[src/rtl/uart_cmd_parser.sv]
// uart_cmd_parser
// ASCII command front end: parses <letter><hex digits><CR> from the UART
// receive strobe, issues one register write per good command and answers
// with a single status byte ('K' accepted, '?' rejected) over the Tx handshake.
// Optional build macro: CMD_TIMEOUT_EN -- aborts a partial command after
// TIMEOUT_CYCLES clocks without a received byte.
//
// state     | meaning
// ----------+-----------------------------------------------------------
// S_IDLE    | waiting for a command letter; CR/LF/space ignored
// S_CMD     | letter seen, collecting hex digits until CR
// S_DISCARD | malformed command, swallowing bytes until CR
// S_EXEC    | register write strobe high, 'K' loaded
// S_ERR     | error pulse high, '?' loaded
// S_SEND    | opTxSend held until UART reports busy
// S_WAIT    | waiting for UART to finish transmitting

module uart_cmd_parser #(
    parameter int DATA_W         = 32,
    parameter int MAX_DIGITS     = 8,
    parameter int TIMEOUT_CYCLES = 50000000
) (
    input  logic              ipClk,
    input  logic              ipReset,
    input  logic [7:0]        ipRxData,
    input  logic              ipRxValid,
    output logic [7:0]        opTxData,
    output logic              opTxSend,
    input  logic              ipTxBusy,
    output logic              opRegWrite,
    output logic [1:0]        opRegAddr,
    output logic [DATA_W-1:0] opRegData,
    output logic              opError
);

    localparam int         CNT_W    = $clog2(MAX_DIGITS + 1);
    localparam logic [7:0] CH_CR    = 8'h0D;
    localparam logic [7:0] CH_LF    = 8'h0A;
    localparam logic [7:0] CH_SP    = 8'h20;
    localparam logic [7:0] RESP_OK  = 8'h4B;
    localparam logic [7:0] RESP_ERR = 8'h3F;

    typedef enum logic [2:0] {
        S_IDLE,
        S_CMD,
        S_DISCARD,
        S_EXEC,
        S_ERR,
        S_SEND,
        S_WAIT
    } state_t;

    state_t              state_q, state_d;
    logic [DATA_W-1:0]   acc_q, acc_d;
    logic [CNT_W-1:0]    cnt_q, cnt_d;
    logic [1:0]          cmd_addr_q, cmd_addr_d;
    logic                reg_write_q, reg_write_d;
    logic [1:0]          reg_addr_q, reg_addr_d;
    logic [DATA_W-1:0]   reg_data_q, reg_data_d;
    logic                error_q, error_d;
    logic [7:0]          tx_data_q, tx_data_d;
    logic                tx_send_q, tx_send_d;

    logic                is_hex;
    logic [3:0]          hex_val;
    logic                is_letter;
    logic [1:0]          letter_addr;
    logic                timeout_hit;
    logic                do_exec;
    logic                do_err;

    // Classify the received byte as a hex digit and its nibble value.
    always_comb begin
        is_hex  = 1'b0;
        hex_val = 4'h0;
        if (ipRxData >= 8'h30 && ipRxData <= 8'h39) begin
            is_hex  = 1'b1;
            hex_val = ipRxData[3:0];
        end else if ((ipRxData >= 8'h41 && ipRxData <= 8'h46) ||
                     (ipRxData >= 8'h61 && ipRxData <= 8'h66)) begin
            is_hex  = 1'b1;
            hex_val = ipRxData[3:0] + 4'd9;
        end
    end

    // Map a case-insensitive command letter onto a register address.
    always_comb begin
        is_letter   = 1'b1;
        letter_addr = 2'd0;
        case (ipRxData)
            8'h46, 8'h66: letter_addr = 2'd0;
            8'h41, 8'h61: letter_addr = 2'd1;
            8'h50, 8'h70: letter_addr = 2'd2;
            8'h57, 8'h77: letter_addr = 2'd3;
            default:      is_letter   = 1'b0;
        endcase
    end

`ifdef CMD_TIMEOUT_EN
    localparam int TMO_W = $clog2(TIMEOUT_CYCLES + 1);

    logic [TMO_W-1:0] tmo_q, tmo_d;

    // Idle down-counter: reloaded by every byte, counts only mid-command.
    always_comb begin
        tmo_d = tmo_q;
        if (ipRxValid) begin
            tmo_d = TMO_W'(TIMEOUT_CYCLES - 1);
        end else if ((state_q == S_CMD || state_q == S_DISCARD) && tmo_q != '0) begin
            tmo_d = tmo_q - TMO_W'(1);
        end
    end

    assign timeout_hit = (state_q == S_CMD || state_q == S_DISCARD) &&
                         !ipRxValid && (tmo_q == '0);

    // Idle counter register.
    always_ff @(posedge ipClk or posedge ipReset) begin
        if (ipReset) begin
            tmo_q <= TMO_W'(TIMEOUT_CYCLES - 1);
        end else begin
            tmo_q <= tmo_d;
        end
    end
`else
    logic unused_tmo;

    assign timeout_hit = 1'b0;
    // Keeps the timeout parameter referenced when the timer is compiled out.
    assign unused_tmo  = (TIMEOUT_CYCLES == 0);
`endif

    // Parser next state and next values of all registered outputs.
    always_comb begin
        state_d     = state_q;
        acc_d       = acc_q;
        cnt_d       = cnt_q;
        cmd_addr_d  = cmd_addr_q;
        reg_write_d = 1'b0;
        reg_addr_d  = reg_addr_q;
        reg_data_d  = reg_data_q;
        error_d     = 1'b0;
        tx_data_d   = tx_data_q;
        tx_send_d   = tx_send_q;
        do_exec     = 1'b0;
        do_err      = 1'b0;

        case (state_q)
            S_IDLE: begin
                if (ipRxValid) begin
                    if (is_letter) begin
                        state_d    = S_CMD;
                        acc_d      = '0;
                        cnt_d      = '0;
                        cmd_addr_d = letter_addr;
                    end else if (ipRxData != CH_CR && ipRxData != CH_LF &&
                                 ipRxData != CH_SP) begin
                        state_d = S_DISCARD;
                    end
                end
            end
            S_CMD: begin
                if (ipRxValid) begin
                    if (is_hex) begin
                        if (cnt_q == CNT_W'(MAX_DIGITS)) begin
                            state_d = S_DISCARD;
                        end else begin
                            acc_d = DATA_W'({acc_q, hex_val});
                            cnt_d = cnt_q + CNT_W'(1);
                        end
                    end else if (ipRxData == CH_CR) begin
                        if (cnt_q != '0) begin
                            do_exec = 1'b1;
                        end else begin
                            do_err = 1'b1;
                        end
                    end else begin
                        state_d = S_DISCARD;
                    end
                end else if (timeout_hit) begin
                    do_err = 1'b1;
                end
            end
            S_DISCARD: begin
                if (ipRxValid) begin
                    if (ipRxData == CH_CR) begin
                        do_err = 1'b1;
                    end
                end else if (timeout_hit) begin
                    do_err = 1'b1;
                end
            end
            S_EXEC, S_ERR: begin
                state_d   = S_SEND;
                tx_send_d = 1'b1;
            end
            S_SEND: begin
                if (ipTxBusy) begin
                    state_d   = S_WAIT;
                    tx_send_d = 1'b0;
                end
            end
            S_WAIT: begin
                if (!ipTxBusy) begin
                    state_d = S_IDLE;
                end
            end
            default: begin
                state_d   = S_IDLE;
                tx_send_d = 1'b0;
            end
        endcase

        if (do_exec) begin
            state_d     = S_EXEC;
            reg_write_d = 1'b1;
            reg_addr_d  = cmd_addr_q;
            reg_data_d  = acc_q;
            tx_data_d   = RESP_OK;
        end
        if (do_err) begin
            state_d   = S_ERR;
            error_d   = 1'b1;
            tx_data_d = RESP_ERR;
        end
    end

    // Parser state and registered outputs.
    always_ff @(posedge ipClk or posedge ipReset) begin
        if (ipReset) begin
            state_q     <= S_IDLE;
            acc_q       <= '0;
            cnt_q       <= '0;
            cmd_addr_q  <= '0;
            reg_write_q <= 1'b0;
            reg_addr_q  <= '0;
            reg_data_q  <= '0;
            error_q     <= 1'b0;
            tx_data_q   <= '0;
            tx_send_q   <= 1'b0;
        end else begin
            state_q     <= state_d;
            acc_q       <= acc_d;
            cnt_q       <= cnt_d;
            cmd_addr_q  <= cmd_addr_d;
            reg_write_q <= reg_write_d;
            reg_addr_q  <= reg_addr_d;
            reg_data_q  <= reg_data_d;
            error_q     <= error_d;
            tx_data_q   <= tx_data_d;
            tx_send_q   <= tx_send_d;
        end
    end

    assign opTxData   = tx_data_q;
    assign opTxSend   = tx_send_q;
    assign opRegWrite = reg_write_q;
    assign opRegAddr  = reg_addr_q;
    assign opRegData  = reg_data_q;
    assign opError    = error_q;

endmodule

[config.mk]
export PLATFORM = sky130hd
export DESIGN_NAME = uart_cmd_parser
export DESIGN_NICKNAME = d
export VERILOG_FILES = /design/src/rtl/uart_cmd_parser.sv
export SDC_FILE = /design/constraint.sdc
export NUM_CORES = 1
export LEC_CHECK = 0
export CAP_MARGIN = 20
export CORE_MARGIN = 4
export CORE_UTILIZATION = 50
export CTS_BUF_LIST = sky130_fd_sc_hd__clkbuf_4 sky130_fd_sc_hd__clkbuf_8 sky130_fd_sc_hd__clkbuf_16
export CTS_CLUSTER_SIZE = 20
export DETAILED_ROUTE_END_ITERATION = 10
export DONT_BUFFER_PORTS = 1
export PLACE_DENSITY = 0.74
export SETUP_SLACK_MARGIN = 0.02
export SYNTH_ARGS = -nofsm -noshare
export SYNTH_HDL_FRONTEND = slang
export SYNTH_SLANG_ARGS = --single-unit
[constraint.sdc]
create_clock -name ipClk -period 2.6 [get_ports ipClk]
set_input_delay 0.26 -clock ipClk [delete_from_list [all_inputs] [get_ports ipClk]]
set_output_delay 0.26 -clock ipClk [all_outputs]
set_load 0.005 [all_outputs]
==> results.sh, run 1 <==
export IMPL_status="finished clean"
export IMPL_leakage_nw=1.97
export IMPL_gr_max_usage_layer="met2"
export IMPL_layout_cells_most_common="nand2_1"
export IMPL_cap_violations=0
export IMPL_post_cts_resized=0
export IMPL_cp_slowest_cell="or3b_1"
export IMPL_yosys_register_bits=81
export IMPL_place_hpwl_um=4790
export IMPL_cts_buffer_depth=2
export IMPL_core_rowCount=30
export IMPL_antennaDiodeCount=0
export IMPL_synth_top_family_by_area="simple AND/OR/NAND/NOR gates"
export IMPL_cp_arrival_ns=2.58
export IMPL_setup_viol=0
export IMPL_synth_simple_gate_area_share_pct=21.1
export IMPL_drt_pass1_iterations=4
export IMPL_stdcell_count=458
export IMPL_async_reset_ff_share_pct=100
export IMPL_vias=2489
export IMPL_via_per_inst=5.43
export IMPL_ys_seq_area_share_pct=56.3
export IMPL_required_ns=2.88
export IMPL_met3_usage_pct=6.17
export IMPL_die_width_um=92.8
export IMPL_min_period_ns=2.30
export IMPL_finalMaxSlewViolations=0
export IMPL_path_cells="or3b_1, a21oi_1, a31o_2, nand2_2, or3_1, a21boi_1"
export IMPL_power_density_mw_per_mm2=682
export IMPL_finalPower_mw=2.66
export IMPL_start_util_pct=52.1
export IMPL_place_congestion=0.819
export IMPL_clock_fmax_ghz=0.434
export IMPL_antenna_found_initial=0
export IMPL_ys_warn_count=0
export IMPL_synth_xor_area_share_pct=0.730
export IMPL_start_kind="flip-flop"
export IMPL_syn_to_final_growth_pct=8.35
export IMPL_synth_mux_area_share_pct=1.18
export IMPL_layout_drive_gt1_share_pct=10.8
export IMPL_fin_setup_tns_ns=0
export IMPL_ant_nets=0
export IMPL_synth_edf_count=0
export IMPL_grt_ovfl_total=0
export IMPL_cts_inserted_buffers=9
export IMPL_routed_wl_um=7040
export IMPL_synth_compound_area_share_pct=13.8
export IMPL_tightest_slew_ns=0.872
export IMPL_grt_pass1_wl_um=11800
export IMPL_boundaryPins=57
export IMPL_finish_utilization_pct=56.4
export IMPL_use_met2_pct=27.4
export IMPL_clkTransAtPathRegs_ns=0.08
export IMPL_grt_util_met1_pct=22.7
export IMPL_synthAdderAreaFrac_pct=2.09
export IMPL_die_area_mm2=0.00862
export IMPL_cts_tree="done"
export IMPL_drt_iter0_drc=120
export IMPL_ctsHoldBuffers=2
export IMPL_grt_pass1_vias=2437
export IMPL_track_usage_pct=17.5
export IMPL_slew_headroom_pct=41.8
export IMPL_portBuffers=0
export IMPL_crit_path_max_incr_delay_ns=0.52
export IMPL_dp_cells=440
export IMPL_clock_skew_ns=0.0147
export IMPL_syn_num_nets=378
export IMPL_syn_area_per_cell_um2=9.99
export IMPL_finalHoldViolations=0
export IMPL_root_buffer="clkbuf_8"
export IMPL_die_y_um=92.8
export IMPL_fp_coreArea_mm2=0.00691
export IMPL_synth_cells=360
export IMPL_synthesis_area_mm2=0.00360
export IMPL_cts_setup_buffers=0
export IMPL_nets=375
export IMPL_crit_fanout=19
export IMPL_final_period_utilization_pct=88.6
export IMPL_grt_max_degree=50
export IMPL_grt_setup_unrepaired="false"
export IMPL_crit_path_end_kind="flip-flop"
export IMPL_hp_class="primary input to flip-flop"
export IMPL_clock_latency_ns=0.35
export IMPL_wl_per_cell_um=15.4
export IMPL_most_common_layout_cells="121 x nand2_1, 81 x dfrtp_1, 29 x a22o_1"
export IMPL_hold_ws_ns=0.0498
export IMPL_worst_setup_path_type="flip-flop to flip-flop"
export IMPL_synth_cell_types=53
export IMPL_peakVddDrop_mv=0.337
export IMPL_drcViolationCount=0
export IMPL_htree_levels=3
export IMPL_clock_sinks=81
export IMPL_synthFlopType="dfrtp_1"
[layout make-up]
cell class                 instances  area, µm²
clock buffer                      10        131
inverter                           8       31.3
multi-input combinational        246       1410
sequential                        81       2030
clock inverter                     6       67.6
timing repair buffer              11        113
fill                             620       3010
tap                               96        120
[cells in the mapped netlist (2+ instances only)]
cell      count  area, µm²
nor3_1        5       25.0
buf_6         2       22.5
clkbuf_1     14       52.6
nor4bb_1      2       20.0
o31ai_1       2       15.0
and3_1        2       12.5
a22o_1       29        254
nand3_1       4       20.0
nand4_1       2       12.5
inv_1         8       30.0
o21ai_0       5       25.0
ha_1          6       75.1
o21ai_1       3       15.0
buf_4         7       52.6
a311o_1       2       20.0
nor2b_1       5       31.3
or2_2         3       18.8
a21oi_1       5       25.0
nand2_1     121        454
dfrtp_1      81       2030
xor2_1        2       17.5
buf_2         2       10.0
nor3b_1       3       22.5
mux2i_1       2       20.0
a211oi_1      2       15.0
nor2_1       12       45.0
a21o_1        2       15.0
o21a_1        2       15.0
[cells by family after synthesis]
| family | count (synthesis) |
|---|---|
| compound gates | 63 |
| xor+xnor | 3 |
| fa+ha+maj | 6 |
| buf+inv | 33 |
| flops | 81 |
| mux | 4 |
| other cells | 1 |
| simple gates | 169 |
[power by group]
part	total (mW)	internal, mW	switching [mW]	leakage [nW]
Sequential	1.36	1.30	0.0519	1.12
Combinational	0.387	0.167	0.220	0.755
Clock	0.916	0.457	0.458	0.0963
Total	2.66	1.93	0.730	1.97
[metrics by stage]
stage	setup WS [ns]	cell area, µm²
after CTS	0.277	3900
after global placement	0.352	3680
after floorplan	0.260	3600
final	0.297	3900
after detailed placement	0.302	3680
after global routing	0.109	3900
[registers in the layout, indices dropped and copies added (netlist names)]
signal,flops
cnt_q,4
opRegData,32
opRegWrite,1
acc_q,32
opError,1
opRegAddr,2
cmd_addr_q,2
state_q,3
opTxSend,1
opTxData,3
[worst paths after layout]
| check | startpoint | endpoint | slack [ns] | cells after the start |
|---|---|---|---|---|
| setup / recovery | state_q[2] | cnt_q[3] | 0.30 | 6 |
| hold / removal | ipRxValid | opRegWrite | 0.05 | 2 |
| setup reg to reg | state_q[2] | cnt_q[3] | 0.30 | 6 |
| hold reg to reg | acc_q[28] | opRegData[28] | 0.49 | 2 |
| max in group asynchronous | ipReset | acc_q[20] | 1.43 | 3 |
| min in group asynchronous | ipReset | acc_q[7] | 0.52 | 2 |
[critical path, delay by kind of cell (launching register included)]
| kind | cells | cell delay [ns] |
|---|---|---|
| AO/OA/AOI/OAI | 3 | 0.58 |
| flip-flops | 1 | 0.49 |
| AND/OR/NAND/NOR | 3 | 1.16 |
[per-layer routing]
metal / wire length (µm) / share of wire (%)
met4: 91 / 1.3
met2: 3360 / 48
met3: 415 / 5.9
met5: 0 / 0
met1: 3180 / 45
Note: power is estimated with default switching activity, not from simulation.
==> run 2, diff against run 1 <==
--- a/config.mk
+++ b/config.mk
@@ -6,12 +6,13 @@
 export NUM_CORES = 1
 export LEC_CHECK = 0
 export CAP_MARGIN = 20
-export CORE_MARGIN = 4
+export CORE_MARGIN = 3
 export CORE_UTILIZATION = 50
 export CTS_BUF_LIST = sky130_fd_sc_hd__clkbuf_4 sky130_fd_sc_hd__clkbuf_8 sky130_fd_sc_hd__clkbuf_16
 export CTS_CLUSTER_SIZE = 20
 export DETAILED_ROUTE_END_ITERATION = 10
 export DONT_BUFFER_PORTS = 1
+export HOLD_SLACK_MARGIN = 0.08
 export PLACE_DENSITY = 0.74
 export SETUP_SLACK_MARGIN = 0.02
 export SYNTH_ARGS = -nofsm -noshare
==> constraint.sdc (replaced) <==
create_clock -name ipClk -period 2.6 [get_ports ipClk]
set_input_delay 0.39 -clock ipClk [delete_from_list [all_inputs] [get_ports ipClk]]
set_output_delay 0.39 -clock ipClk [all_outputs]
set_load 0.005 [all_outputs]
==> run 2 against run 1 <==
Against the previous run:
- total power is 4.8% lower
- largest cell class unchanged
- via count decreased by 0.44%
- register-to-register slack better by 0.08 ns
- worst setup slack improved by 0.076 ns
- non-clock buffer count increased by 3
- utilization decreased by 0.29 points
- cell area is 1.1% lower
- cell count is 0.44% higher
==> results.sh, run 2 (synthesis results as in run 1) <==
export IMPL_cts_buffer_depth=2
export IMPL_fin_setup_tns_ns=0
export IMPL_routed_wl_um=6930
export IMPL_most_common_layout_cells="121 x nand2_1, 81 x dfrtp_1, 29 x a22o_1"
export IMPL_fp_coreArea_mm2=0.00687
export IMPL_wl_per_cell_um=15.1
export IMPL_finalMaxSlewViolations=0
export IMPL_via_per_inst=5.39
export IMPL_root_buffer="clkbuf_8"
export IMPL_clock_fmax_ghz=0.449
export IMPL_min_period_ns=2.23
export IMPL_place_hpwl_um=4910
export IMPL_nets=378
export IMPL_grt_pass1_wl_um=11900
export IMPL_die_y_um=90.8
export IMPL_tightest_slew_ns=0.704
export IMPL_seq_area_mm2=0.00203
export IMPL_leakage_nw=1.97
export IMPL_clock_skew_ns=0.0114
export IMPL_antennaDiodeCount=0
export IMPL_multi_input_area_mm2=0.00141
export IMPL_cts_setup_buffers=0
export IMPL_slew_headroom_pct=53.0
export IMPL_crit_path_end_kind="flip-flop"
export IMPL_place_congestion=0.812
export IMPL_crit_path_max_incr_delay_ns=0.52
export IMPL_fin_area_mm2=0.00386
export IMPL_worst_setup_path_type="flip-flop to flip-flop"
export IMPL_layout_cells_most_common="nand2_1"
export IMPL_final_period_utilization_pct=85.7
export IMPL_dp_cells=444
export IMPL_cap_violations=0
export IMPL_start_kind="flip-flop"
export IMPL_cts_inserted_buffers=9
export IMPL_r2r_setup_slack_ns=0.37
export IMPL_core_rowCount=30
export IMPL_antenna_found_initial=0
export IMPL_htree_levels=3
export IMPL_layout_drive_gt1_share_pct=11.5
export IMPL_clock_latency_ns=0.35
export IMPL_grt_setup_unrepaired="false"
export IMPL_vias=2478
export IMPL_r2r_cells=6
export IMPL_ant_nets=0
export IMPL_r2r_end="acc_q[28]"
export IMPL_die_area_mm2=0.00825
export IMPL_cp_arrival_ns=2.46
export IMPL_drt_pass1_iterations=4
export IMPL_syn_to_final_growth_pct=7.20
export IMPL_portBuffers=0
export IMPL_setup_viol=0
export IMPL_clock_sinks=81
export IMPL_power_density_mw_per_mm2=657
export IMPL_grt_pass1_vias=2503
export IMPL_hp_class="primary input to flip-flop"
export IMPL_cp_slowest_cell="or3b_1"
export IMPL_start_util_pct=52.4
export IMPL_finalHoldViolations=0
export IMPL_boundaryPins=57
export IMPL_die_width_um=90.8
export IMPL_peakVddDrop_mv=0.269
export IMPL_status="finished clean"
export IMPL_crit_fanout=16
export IMPL_finish_utilization_pct=56.1
export IMPL_clkTransAtPathRegs_ns=0.08
export IMPL_grt_max_degree=44
export IMPL_dpl_cell_area_mm2=0.00368
export IMPL_grt_ovfl_total=0
export IMPL_required_ns=2.83
export IMPL_setup_worst_path_start="state_q[2]"
export IMPL_track_usage_pct=18.0
export IMPL_cts_tree="done"
export IMPL_drcViolationCount=0
export IMPL_stdcell_count=460
export IMPL_path_cells="or3b_1, a21oi_1, a31o_2, nand2_2, buf_4, a22o_1"
export IMPL_crit_end="acc_q[28]"
export IMPL_drt_iter0_drc=155
export IMPL_r2r_start="state_q[2]"
export IMPL_fillCellCount=607
## run 2: changes by cell type in the layout (fill, tap and decap cells not counted), sizes merged
cell / previous run / this run
buf: 9 / 13
bufinv: 1 / 0
clkinv: 3 / 4
clkinvlp: 2 / 1
dlygate4sd3: 2 / 1
## run 2: worst min-delay path by stage
stage                             start      endpoint  slack, ns  depth (start not counted)
final                         ipRxValid      cnt_q[2]       0.13                          1
after global routing          ipRxValid      cnt_q[2]       0.12                          1
after floorplan           cmd_addr_q[0]  opRegAddr[0]       0.45                          2
after global placement          ipReset      acc_q[3]       0.40                          1
after detailed placement        ipReset      acc_q[3]       0.41                          1
after CTS                     ipRxValid      cnt_q[2]       0.11                          1
## run 2: repair_timing
action | CTS | global route
hold endpoints to repair | 41 | 0
resized for setup | 0 | 0
hold buffers | 1 | 0
## run 2: where the power goes
part / switching, mW / total (mW) / internal, mW / leakage [nW]
Combinational: 0.221 / 0.388 / 0.167 / 0.759
Sequential: 0.0523 / 1.36 / 1.30 / 1.12
Clock: 0.437 / 0.787 / 0.350 / 0.0857
## run 2: cell type report
class	count	area share [%]
Tap cell	96	3.11
Clock inverter	5	0.811
Timing Repair Buffer	14	2.79
Inverter	8	0.811
Clock buffer	10	3.41
Multi-Input combinational cell	246	36.5
Sequential cell	81	52.6
## run 2: worst max-delay path, delay by kind of cell, from the launching register on
family,cells,cell delay [ns]
simple gates,2,0.69
compound gates,3,0.68
flops,1,0.48
buf+inv,1,0.25
## run 2: layer usage
| layer | track usage [%] | wire [µm] | vias to the layer above |
|---|---|---|---|
| li1 | - | - | 1207 |
| met1 | 22.8 | 3040 | 1197 |
| met2 | 28.0 | 3370 | 63 |
| met3 | 6.67 | 413 | 11 |
| met4 | 7.16 | 113 | 0 |
| met5 | 0 | 0 | - |
## run 2: metrics by stage
step / hold WS [ns] / setup WS, ns / total power [mW]
floorplan: 0.446 / 0.130 / 1.69
global placement: 0.400 / 0.273 / 1.76
detailed placement: 0.409 / 0.221 / 1.77
CTS: 0.106 / 0.358 / 2.57
global route: 0.123 / 0.182 / 2.68
finish: 0.134 / 0.373 / 2.53
==> run 3, diff against run 2 <==
--- a/config.mk
+++ b/config.mk
@@ -11,9 +11,9 @@
 export CTS_BUF_LIST = sky130_fd_sc_hd__clkbuf_4 sky130_fd_sc_hd__clkbuf_8 sky130_fd_sc_hd__clkbuf_16
 export CTS_CLUSTER_SIZE = 20
 export DETAILED_ROUTE_END_ITERATION = 10
-export DONT_BUFFER_PORTS = 1
+export GPL_TIMING_DRIVEN = 1
 export HOLD_SLACK_MARGIN = 0.08
-export PLACE_DENSITY = 0.74
+export PLACE_DENSITY = 0.84
 export SETUP_SLACK_MARGIN = 0.02
 export SYNTH_ARGS = -nofsm -noshare
 export SYNTH_HDL_FRONTEND = slang
==> run 3 against run 2 <==
Against the previous run:
- critical path type is now primary input to flip-flop
- clock power is 7.9% higher
- via count is 11% higher
- critical endpoint is now state_q[1]
- worst setup slack worse by 0.14 ns
==> results.sh, run 3 (synthesis results as in run 1) <==
export IMPL_start_util_pct=52.4
export IMPL_layout_drive_gt1_share_pct=12.4
export IMPL_htree_levels=3
export IMPL_crit_family="compound AO/OA/AOI/OAI gates"
export IMPL_start_kind="primary input"
export IMPL_grt_ovfl_total=0
export IMPL_ctsHoldBuffers=0
export IMPL_final_period_utilization_pct=91.2
export IMPL_clkTransAtPathRegs_ns=0.08
export IMPL_leakage_nw=2.23
export IMPL_clock_latency_ns=0.35
export IMPL_via_per_inst=5.25
export IMPL_track_usage_pct=19.5
export IMPL_clock_fmax_ghz=0.422
export IMPL_worst_slack_ns=0.228
export IMPL_routed_wl_um=7520
export IMPL_grt_setup_unrepaired="false"
export IMPL_vias=2758
export IMPL_cts_setup_buffers=0
export IMPL_path_cells="clkdlybuf4s50_1, inv_1, ha_1, nor2b_1, a311o_1, a311o_1, nor3_1, nor2_1, mux2_1"
export IMPL_crit_fanout=4
export IMPL_cp_arrival_ns=2.61
export IMPL_die_area_mm2=0.00825
export IMPL_syn_to_final_growth_pct=26.3
export IMPL_setup_viol=0
export IMPL_most_common_layout_cells="121 x nand2_1, 81 x dfrtp_1, 55 x clkdlybuf4s50_1"
export IMPL_cp_slowest_cell="clkdlybuf4s50_1"
export IMPL_die_width_um=90.8
export IMPL_min_period_ns=2.37
export IMPL_portBuffers=55
export IMPL_clock_skew_ns=0.00875
export IMPL_crit_path_max_incr_delay_ns=0.47
export IMPL_finalPower_mw=2.66
export IMPL_dpl_worst_slack_ns=-0.124
export IMPL_peakVddDrop_mv=0.362
export IMPL_drt_pass1_iterations=4
export IMPL_cap_violations=0
export IMPL_crit_path_end_kind="flip-flop"
export IMPL_ant_nets=0
export IMPL_place_hpwl_um=5530
export IMPL_drt_iter0_drc=151
export IMPL_layout_cells_most_common="nand2_1"
export IMPL_core_rowCount=30
export IMPL_finalHoldViolations=0
export IMPL_boundaryPins=57
export IMPL_post_cts_resized=0
export IMPL_wl_per_cell_um=14.3
export IMPL_fp_coreArea_mm2=0.00687
export IMPL_antenna_found_initial=0
export IMPL_power_density_mw_per_mm2=586
export IMPL_required_ns=2.83
export IMPL_root_buffer="clkbuf_8"
export IMPL_cts_tree="done"
export IMPL_drcViolationCount=0
export IMPL_status="finished clean"
export IMPL_finalMaxSlewViolations=0
export IMPL_grt_pass1_wl_um=13000
export IMPL_cts_buffer_depth=2
export IMPL_crit_top_cell="a311o_1"
export IMPL_grt_max_degree=36
export IMPL_grt_pass1_vias=2816
export IMPL_worst_setup_path_type="primary input to flip-flop"
export IMPL_antennaDiodeCount=0
export IMPL_nets=442
export IMPL_cts_inserted_buffers=9
export IMPL_hp_class="primary input to async pin"
export IMPL_crit_buf_inv=2
export IMPL_place_congestion=0.943
export IMPL_die_y_um=90.8
export IMPL_clock_sinks=81
## run 3: changes by cell type in the layout (fill, tap and decap cells not counted)
cell,before,now
clkdlybuf4s50_1,0,55
clkbuf_8,9,11
dlygate4sd3_1,1,0
clkinv_2,4,3
buf_12,0,4
buf_4,13,19
## run 3: layer usage
| metal | vias up | GRT usage, % | routed length (µm) |
|---|---|---|---|
| met5 | - | 0 | 0 |
| met4 | 0 | 7.79 | 165 |
| met3 | 15 | 4.83 | 368 |
| met2 | 63 | 33.8 | 3750 |
| met1 | 1339 | 23.4 | 3230 |
| li1 | 1341 | - | - |
## run 3: path summary, 6_finish.rpt
kind                                from            end  slack (ns)  cells past startpoint
max in group asynchronous        ipReset  opRegData[20]        1.63                      3
min in group ipClk         opRegData[17]  opRegData[17]        0.47                      2
setup / recovery             ipRxData[1]     state_q[1]        0.23                      9
hold / removal                   ipReset  opRegData[13]        0.36                      2
setup reg to reg              state_q[0]     state_q[1]        0.36                      6
hold reg to reg            opRegData[17]  opRegData[17]        0.47                      2
## run 3: metrics by stage
step / instance area [µm²] / hold slack [ns] / TNS, ns / util (%) / std cells
2_1_floorplan: 3600 / 0.446 / 0 / - / 360
3_3_place_gp: 4360 / 0.449 / -0.0393 / 63.5 / 509
3_5_place_dp: 4360 / 0.455 / -0.147 / 63.5 / 509
4_1_cts: 4540 / 0.368 / 0 / 66.2 / 525
5_1_grt: 4540 / 0.386 / 0 / 66.2 / 525
6_report: 4540 / 0.355 / 0 / 66.2 / 525
## run 3: layout make-up
| cell class | instances | area [µm²] |
|---|---|---|
| clock buffer | 12 | 159 |
| clock inverter | 4 | 26.3 |
| fill | 549 | 2320 |
| inverter | 8 | 31.3 |
| multi-input combinational | 246 | 1410 |
| sequential | 81 | 2030 |
| tap | 96 | 120 |
| timing repair buffer | 78 | 773 |
## run 3: where the power goes
| part | switching (mW) | leakage, nW | internal, mW |
|---|---|---|---|
| sequential | 0.0815 | 1.12 | 1.30 |
| clock | 0.439 | 0.0962 | 0.410 |
| combinational | 0.221 | 1.02 | 0.210 |
| total | 0.742 | 2.23 | 1.92 |
## run 3: worst register-to-register path: stages (launching register included)
cell and delay (ns):
dfrtp_1 0.57, or3b_1 0.51, a21oi_1 0.30, o21ai_0 0.17, o211ai_1 0.15, nor2_1 0.10
mux2_1 0.31
